--- config.mk ---
export PLATFORM = sky130hd
export DESIGN_NAME = buzzer_tone_gen
export DESIGN_NICKNAME = d
export VERILOG_FILES = /design/src/rtl/buzzer_pkg.sv /design/src/rtl/buzzer_tone_gen_tone_divider.sv /design/src/rtl/buzzer_tone_gen.sv
export SDC_FILE = /design/constraint.sdc
export NUM_CORES = 1
export LEC_CHECK = 0
export ABC_CLOCK_PERIOD_IN_PS = 3600
export CAP_MARGIN = 0
export CORE_MARGIN = 5
export CORE_UTILIZATION = 61
export DETAILED_ROUTE_END_ITERATION = 8
export HOLD_SLACK_MARGIN = 0.08
export PLACE_DENSITY = 0.8
export SYNTH_ARGS = -nofsm -noshare
export SYNTH_HDL_FRONTEND = slang
export SYNTH_SLANG_ARGS = --single-unit
--- constraint.sdc ---
create_clock -name clk -period 3.6 [get_ports clk]
set_input_delay 1.08 -clock clk [delete_from_list [all_inputs] [get_ports clk]]
set_output_delay 1.08 -clock clk [all_outputs]
set_load 0.01 [all_outputs]
--- src/rtl/buzzer_pkg.sv ---
// Shared constants, note encoding, FSM state type and half-period helper
// for the buzzer tone generator.
package buzzer_pkg;

  localparam int unsigned FREQ_DO_CHZ  = 26163;
  localparam int unsigned FREQ_RE_CHZ  = 29366;
  localparam int unsigned FREQ_MI_CHZ  = 32963;
  localparam int unsigned FREQ_SOL_CHZ = 39200;
  localparam int unsigned FREQ_LA_CHZ  = 44000;

  localparam logic [2:0] NOTE_NONE = 3'd0;
  localparam logic [2:0] NOTE_DO   = 3'd1;
  localparam logic [2:0] NOTE_RE   = 3'd2;
  localparam logic [2:0] NOTE_MI   = 3'd3;
  localparam logic [2:0] NOTE_SOL  = 3'd4;
  localparam logic [2:0] NOTE_LA   = 3'd5;

  typedef enum logic {
    IDLE = 1'b0,
    PLAY = 1'b1
  } state_t;

  // Half-period in clock cycles; 64-bit math since CLK_FREQ*50 overflows 32 bits.
  function automatic int unsigned half_period(input longint unsigned clk_freq,
                                              input longint unsigned freq_chz);
    longint unsigned q;
    q = (clk_freq * 64'd50) / freq_chz;
    return q[31:0];
  endfunction

endpackage

--- src/rtl/buzzer_tone_gen_tone_divider.sv ---
// Square-wave divider: toggles the output every (half_m1_i + 1) cycles;
// restart_i holds the counter and output at phase 0.
module tone_divider
  import buzzer_pkg::*;
#(
  parameter int unsigned CNT_W = 18
) (
  input  logic             clk,
  input  logic             reset,
  input  logic             restart_i,
  input  logic [CNT_W-1:0] half_m1_i,
  output logic             square_o
);

  logic [CNT_W-1:0] cnt_q, cnt_d;
  logic             sq_q, sq_d;

  always_comb begin
    cnt_d = cnt_q + CNT_W'(1);
    sq_d  = sq_q;
    if (restart_i) begin
      cnt_d = '0;
      sq_d  = 1'b0;
    end else if (cnt_q >= half_m1_i) begin
      cnt_d = '0;
      sq_d  = ~sq_q;
    end
  end

  always_ff @(posedge clk) begin
    if (reset) begin
      cnt_q <= '0;
      sq_q  <= 1'b0;
    end else begin
      cnt_q <= cnt_d;
      sq_q  <= sq_d;
    end
  end

  assign square_o = sq_q;

endmodule

--- src/rtl/buzzer_tone_gen.sv ---
// Piezo buzzer note player: priority-encodes five buttons, latches a note and
// enforces a minimum sounding time. `define BUZZER_OCTAVE_UP_EN adds btn_oct.
module buzzer_tone_gen
  import buzzer_pkg::*;
#(
  parameter int unsigned CLK_FREQ        = 100_000_000,
  parameter int unsigned MIN_NOTE_CYCLES = 5_000_000
) (
  input  logic       clk,
  input  logic       reset,
  input  logic       btnU,
  input  logic       btnL,
  input  logic       btnC,
  input  logic       btnR,
  input  logic       btnD,
`ifdef BUZZER_OCTAVE_UP_EN
  input  logic       btn_oct,
`endif
  output logic       buzzer,
  output logic       note_active,
  output logic [2:0] note_idx
);

  localparam int unsigned HALF_DO  = half_period(64'(CLK_FREQ), 64'(FREQ_DO_CHZ));
  localparam int unsigned HALF_RE  = half_period(64'(CLK_FREQ), 64'(FREQ_RE_CHZ));
  localparam int unsigned HALF_MI  = half_period(64'(CLK_FREQ), 64'(FREQ_MI_CHZ));
  localparam int unsigned HALF_SOL = half_period(64'(CLK_FREQ), 64'(FREQ_SOL_CHZ));
  localparam int unsigned HALF_LA  = half_period(64'(CLK_FREQ), 64'(FREQ_LA_CHZ));
  localparam int unsigned CNT_W    = $clog2(HALF_DO);
  localparam int unsigned HOLD_W   = $clog2(MIN_NOTE_CYCLES + 1);
  localparam logic [HOLD_W-1:0] HOLD_MAX = HOLD_W'(MIN_NOTE_CYCLES);

  state_t            state_q, state_d;
  logic [2:0]        note_q, note_d;
  logic [HOLD_W-1:0] hold_q, hold_d, hold_inc;
  logic              oct_q, oct_in;
  logic              load, restart;
  logic [2:0]        sel;
  logic [31:0]       half_full;
  logic [CNT_W-1:0]  half_m1;

`ifdef BUZZER_OCTAVE_UP_EN
  assign oct_in = btn_oct;
`else
  assign oct_in = 1'b0;
`endif

  always_comb begin
    sel = NOTE_NONE;
    if      (btnU) sel = NOTE_DO;
    else if (btnL) sel = NOTE_RE;
    else if (btnC) sel = NOTE_MI;
    else if (btnR) sel = NOTE_SOL;
    else if (btnD) sel = NOTE_LA;
  end

  assign hold_inc = (hold_q == HOLD_MAX) ? hold_q : hold_q + HOLD_W'(1);

  always_comb begin
    state_d = state_q;
    note_d  = note_q;
    hold_d  = hold_q;
    load    = 1'b0;
    restart = 1'b0;
    unique case (state_q)
      IDLE: begin
        restart = 1'b1;
        if (sel != NOTE_NONE) begin
          state_d = PLAY;
          note_d  = sel;
          hold_d  = '0;
          load    = 1'b1;
        end
      end
      PLAY: begin
        if (sel != NOTE_NONE && sel != note_q) begin
          note_d  = sel;
          hold_d  = '0;
          load    = 1'b1;
          restart = 1'b1;
        // hold_inc counts the current cycle, so a tap sounds exactly MIN_NOTE_CYCLES
        end else if (sel == NOTE_NONE && hold_inc == HOLD_MAX) begin
          state_d = IDLE;
          note_d  = NOTE_NONE;
          hold_d  = '0;
          restart = 1'b1;
        end else begin
          hold_d  = hold_inc;
        end
      end
      default: state_d = IDLE;
    endcase
  end

  always_ff @(posedge clk) begin
    if (reset) begin
      state_q <= IDLE;
      note_q  <= NOTE_NONE;
      hold_q  <= '0;
      oct_q   <= 1'b0;
    end else begin
      state_q <= state_d;
      note_q  <= note_d;
      hold_q  <= hold_d;
      if (load) oct_q <= oct_in;
    end
  end

  always_comb begin
    unique case (note_q)
      NOTE_DO:  half_full = HALF_DO;
      NOTE_RE:  half_full = HALF_RE;
      NOTE_MI:  half_full = HALF_MI;
      NOTE_SOL: half_full = HALF_SOL;
      NOTE_LA:  half_full = HALF_LA;
      default:  half_full = HALF_DO;
    endcase
    half_m1 = CNT_W'((half_full >> oct_q) - 32'd1);
  end

  tone_divider #(.CNT_W(CNT_W)) u_div (
    .clk       (clk),
    .reset     (reset),
    .restart_i (restart),
    .half_m1_i (half_m1),
    .square_o  (buzzer)
  );

  assign note_active = (state_q == PLAY);
  assign note_idx    = note_q;

endmodule
==> out/metrics.cfg <==
[timing]
worst_slew_margin_rel_pct=63.6
setup_viol=0
drv_slew=0
setup_total_negative_slack_ps=0
timing.final.hold_violations=0
tightestPinTransition_ps=541
finalClockSkew_ps=9.02
finalWorstPathRequiredPeriod_ps=3300
fin_hold_ws_ps=521
unrepaired_setup_endpoints_after_global_routing=no
achievable-frequency_ghz=0.303
final_min_period_over_clock_period_pct=91.8

[grt]
antenna_found_initial=0
first_global_vias=2749
grt_overflow=0
grt_max_degree=20
grt_pass1_wl_microns=12100
globalRouteTotalUtil_pct=22.6

[detailed_routing]
wire_per_inst_microns=14.7
detail_route.wirelength_microns=7140
dr.pass1.iters=4
routed_via_density=5.99
drt.antenna.violating_nets=0
post-route-drc-count=0
first_iter_violations=123
route.vias.total=2910

[clock_tree]
clock_transition_time_at_the_flip_flop_clock_pins_of_the_worst_setup_and_hold_paths_ps=90
post-cts-setup-buffer-count=0
clk_path_buf_depth=2
cts.htree.levels=2
ctsRootBufferMaster=sky130_fd_sc_hd__clkbuf_8
cts_hold_repair.buffers=0
cts_buffers=5
clk-insertion-delay-late_ps=310
cts.sink_count=46
cts-resized-gates=0
cts_tree=done

[power]
power.density_nw_per_um2=281
power_leakage_nw=1.31
vdd.ir_drop.worst_uv=220
power.total_uw=971

[synth]
postSynthCellCount=408
synth_cell_types=56
ys_seq_elements=46
synth.net_count=437
synth.cell_area_sq_um=3220
synth_edf_count=0
share_of_the_yosys_chip_area_belonging_to_registers_pct=28.6
syn_area_per_cell_sq_um=7.89
synth-warning-count=0
postSynth.asyncResetShare_pct=0
synth_top_flop_cell=sky130_fd_sc_hd__dfxtp_1

[finish]
antenna_diode_count=0
layout.cells.most_common_list=sky130_fd_sc_hd__dfxtp_1, sky130_fd_sc_hd__nor2_1, sky130_fd_sc_hd__nand2_1, sky130_fd_sc_hd__nand3_1, sky130_fd_sc_hd__inv_1
post_route_cells_drive_above_1_share_pct=7.69
flow.area_growth_from_synthesis_pct=7.38
nets=444
filler_cells=436
layout_commonest_cell=sky130_fd_sc_hd__dfxtp_1

[floorplan]
chipHeight_microns=82.7
io_pins=12
initial_core_util_pct=63.1
area_of_the_core_sq_um=5110
fp.dieArea_sq_um=6830
floorplan.rows=26
die_w_microns=82.7

[status]
outcome=complete, no violations

[worst_setup_path]
r2r_start=hold_q[0]
worst-path-max-fanout=19
endpoint_arrival_time_on_the_critical_path_ps=3490
cp-end-kind=register
crit_type=input pin to register
critPathLaunch=btnR
crit_path_start_kind=input pin
worstPathRequired_ps=3790

[placed_design]
place_hpwl_microns=5410
gp_congestion=0.941
place.port_buffers=11

[hold_path]
min_path_type=register to register
hp-start=hold_q[17]

[flow_run]
drv.max_cap_violation_count=0

sequential cells by signal (all words and copies together) (netlist names):
name            count
hold_q             23
u_div.cnt_q        18
note_idx            3
note_active         1
u_div.square_o      1
routing by layer:
layer	vias to the layer above	part of all wire, %	wire [microns]	global-route usage [%]
li1	1475	-	-	-
met1	1351	44	3110	26.3
met2	72	51	3630	40.7
met3	12	4.2	303	4.66
met4	0	1.3	96	7.84
met5	-	0	0	0
logic make-up (layout without fill, tap and decap cells):
logic type	count (synthesis)	in the layout	share of synthesized area [%]
flops	46	46	28.6
mux	2	2	0.622
simple gates	176	176	29.7
buf+inv	44	52	6.95
xor+xnor	30	30	8.16
other cells	1	1	0.116
fa+ha+maj	22	22	8.55
compound gates	87	87	17.3
power by group:
| group | switching (mW) | leakage [nW] | total [mW] | internal, mW |
|---|---|---|---|---|
| Sequential | 0.0137 | 0.372 | 0.530 | 0.517 |
| Combinational | 0.0620 | 0.890 | 0.115 | 0.0532 |
| Clock | 0.188 | 0.0441 | 0.325 | 0.137 |
| Total | 0.264 | 1.31 | 0.971 | 0.707 |
through the flow:
step	utilization (%)	setup slack [ps]	std cells	cell area [sq um]
final	67.7	295	486	3460
after global placement	65.9	47.5	478	3370
after detailed placement	65.9	-52.3	478	3370
after global routing	67.7	110	486	3460
after CTS	67.7	277	486	3460
after floorplan	-	449	408	3220
layout make-up:
type / instances / area, sq um / area share (%)
clock inverter: 3 / 21.3 / 0.615
clock buffer: 5 / 68.8 / 1.99
tap: 70 / 87.6 / 2.53
sequential: 46 / 921 / 26.6
inverter: 23 / 86.3 / 2.50
timing repair buffer: 21 / 198 / 5.72
multi-input combinational: 318 / 2080 / 60.0
path summary, 6_finish.rpt:
kind,cells past startpoint,slack (ps),to
setup / recovery,10,300,u_div.cnt_q[6]
hold / removal,2,520,hold_q[17]
setup reg to reg,10,320,u_div.cnt_q[6]
hold reg to reg,2,520,hold_q[17]
cells in the mapped netlist (4+ instances only):
master / n / area share (%)
sky130_fd_sc_hd__a21oi_1: 21 / 3.3
sky130_fd_sc_hd__nand4_1: 11 / 2.1
sky130_fd_sc_hd__nand2_1: 32 / 3.7
sky130_fd_sc_hd__a21o_1: 7 / 1.6
sky130_fd_sc_hd__inv_1: 23 / 2.7
sky130_fd_sc_hd__nor2b_1: 4 / 0.78
sky130_fd_sc_hd__clkbuf_1: 6 / 0.70
sky130_fd_sc_hd__o21a_1: 4 / 0.93
sky130_fd_sc_hd__buf_6: 6 / 2.1
sky130_fd_sc_hd__buf_2: 7 / 1.1
sky130_fd_sc_hd__nor2_1: 41 / 4.8
sky130_fd_sc_hd__a31oi_1: 14 / 2.7
sky130_fd_sc_hd__nand2b_1: 9 / 1.7
sky130_fd_sc_hd__nand3_1: 25 / 3.9
sky130_fd_sc_hd__and4_1: 4 / 1.1
sky130_fd_sc_hd__nor3_1: 8 / 1.2
sky130_fd_sc_hd__xor2_1: 13 / 3.5
sky130_fd_sc_hd__ha_1: 22 / 8.5
sky130_fd_sc_hd__o21ai_0: 17 / 2.6
sky130_fd_sc_hd__dfxtp_1: 46 / 29
sky130_fd_sc_hd__and3_1: 14 / 2.7
sky130_fd_sc_hd__xnor2_1: 17 / 4.6
sky130_fd_sc_hd__nor4_1: 7 / 1.4
worst max-delay path, stage by stage:
cell	delay, ps
sky130_fd_sc_hd__clkdlybuf4s50_1	440
sky130_fd_sc_hd__nor2_1	160
sky130_fd_sc_hd__nand3b_1	120
sky130_fd_sc_hd__nor4_1	280
sky130_fd_sc_hd__nand4_1	130
sky130_fd_sc_hd__or4_4	500
sky130_fd_sc_hd__o21ba_1	230
sky130_fd_sc_hd__buf_12	160
sky130_fd_sc_hd__nand2b_2	280
sky130_fd_sc_hd__nor2_1	110
(Power assumes the default switching activity.)
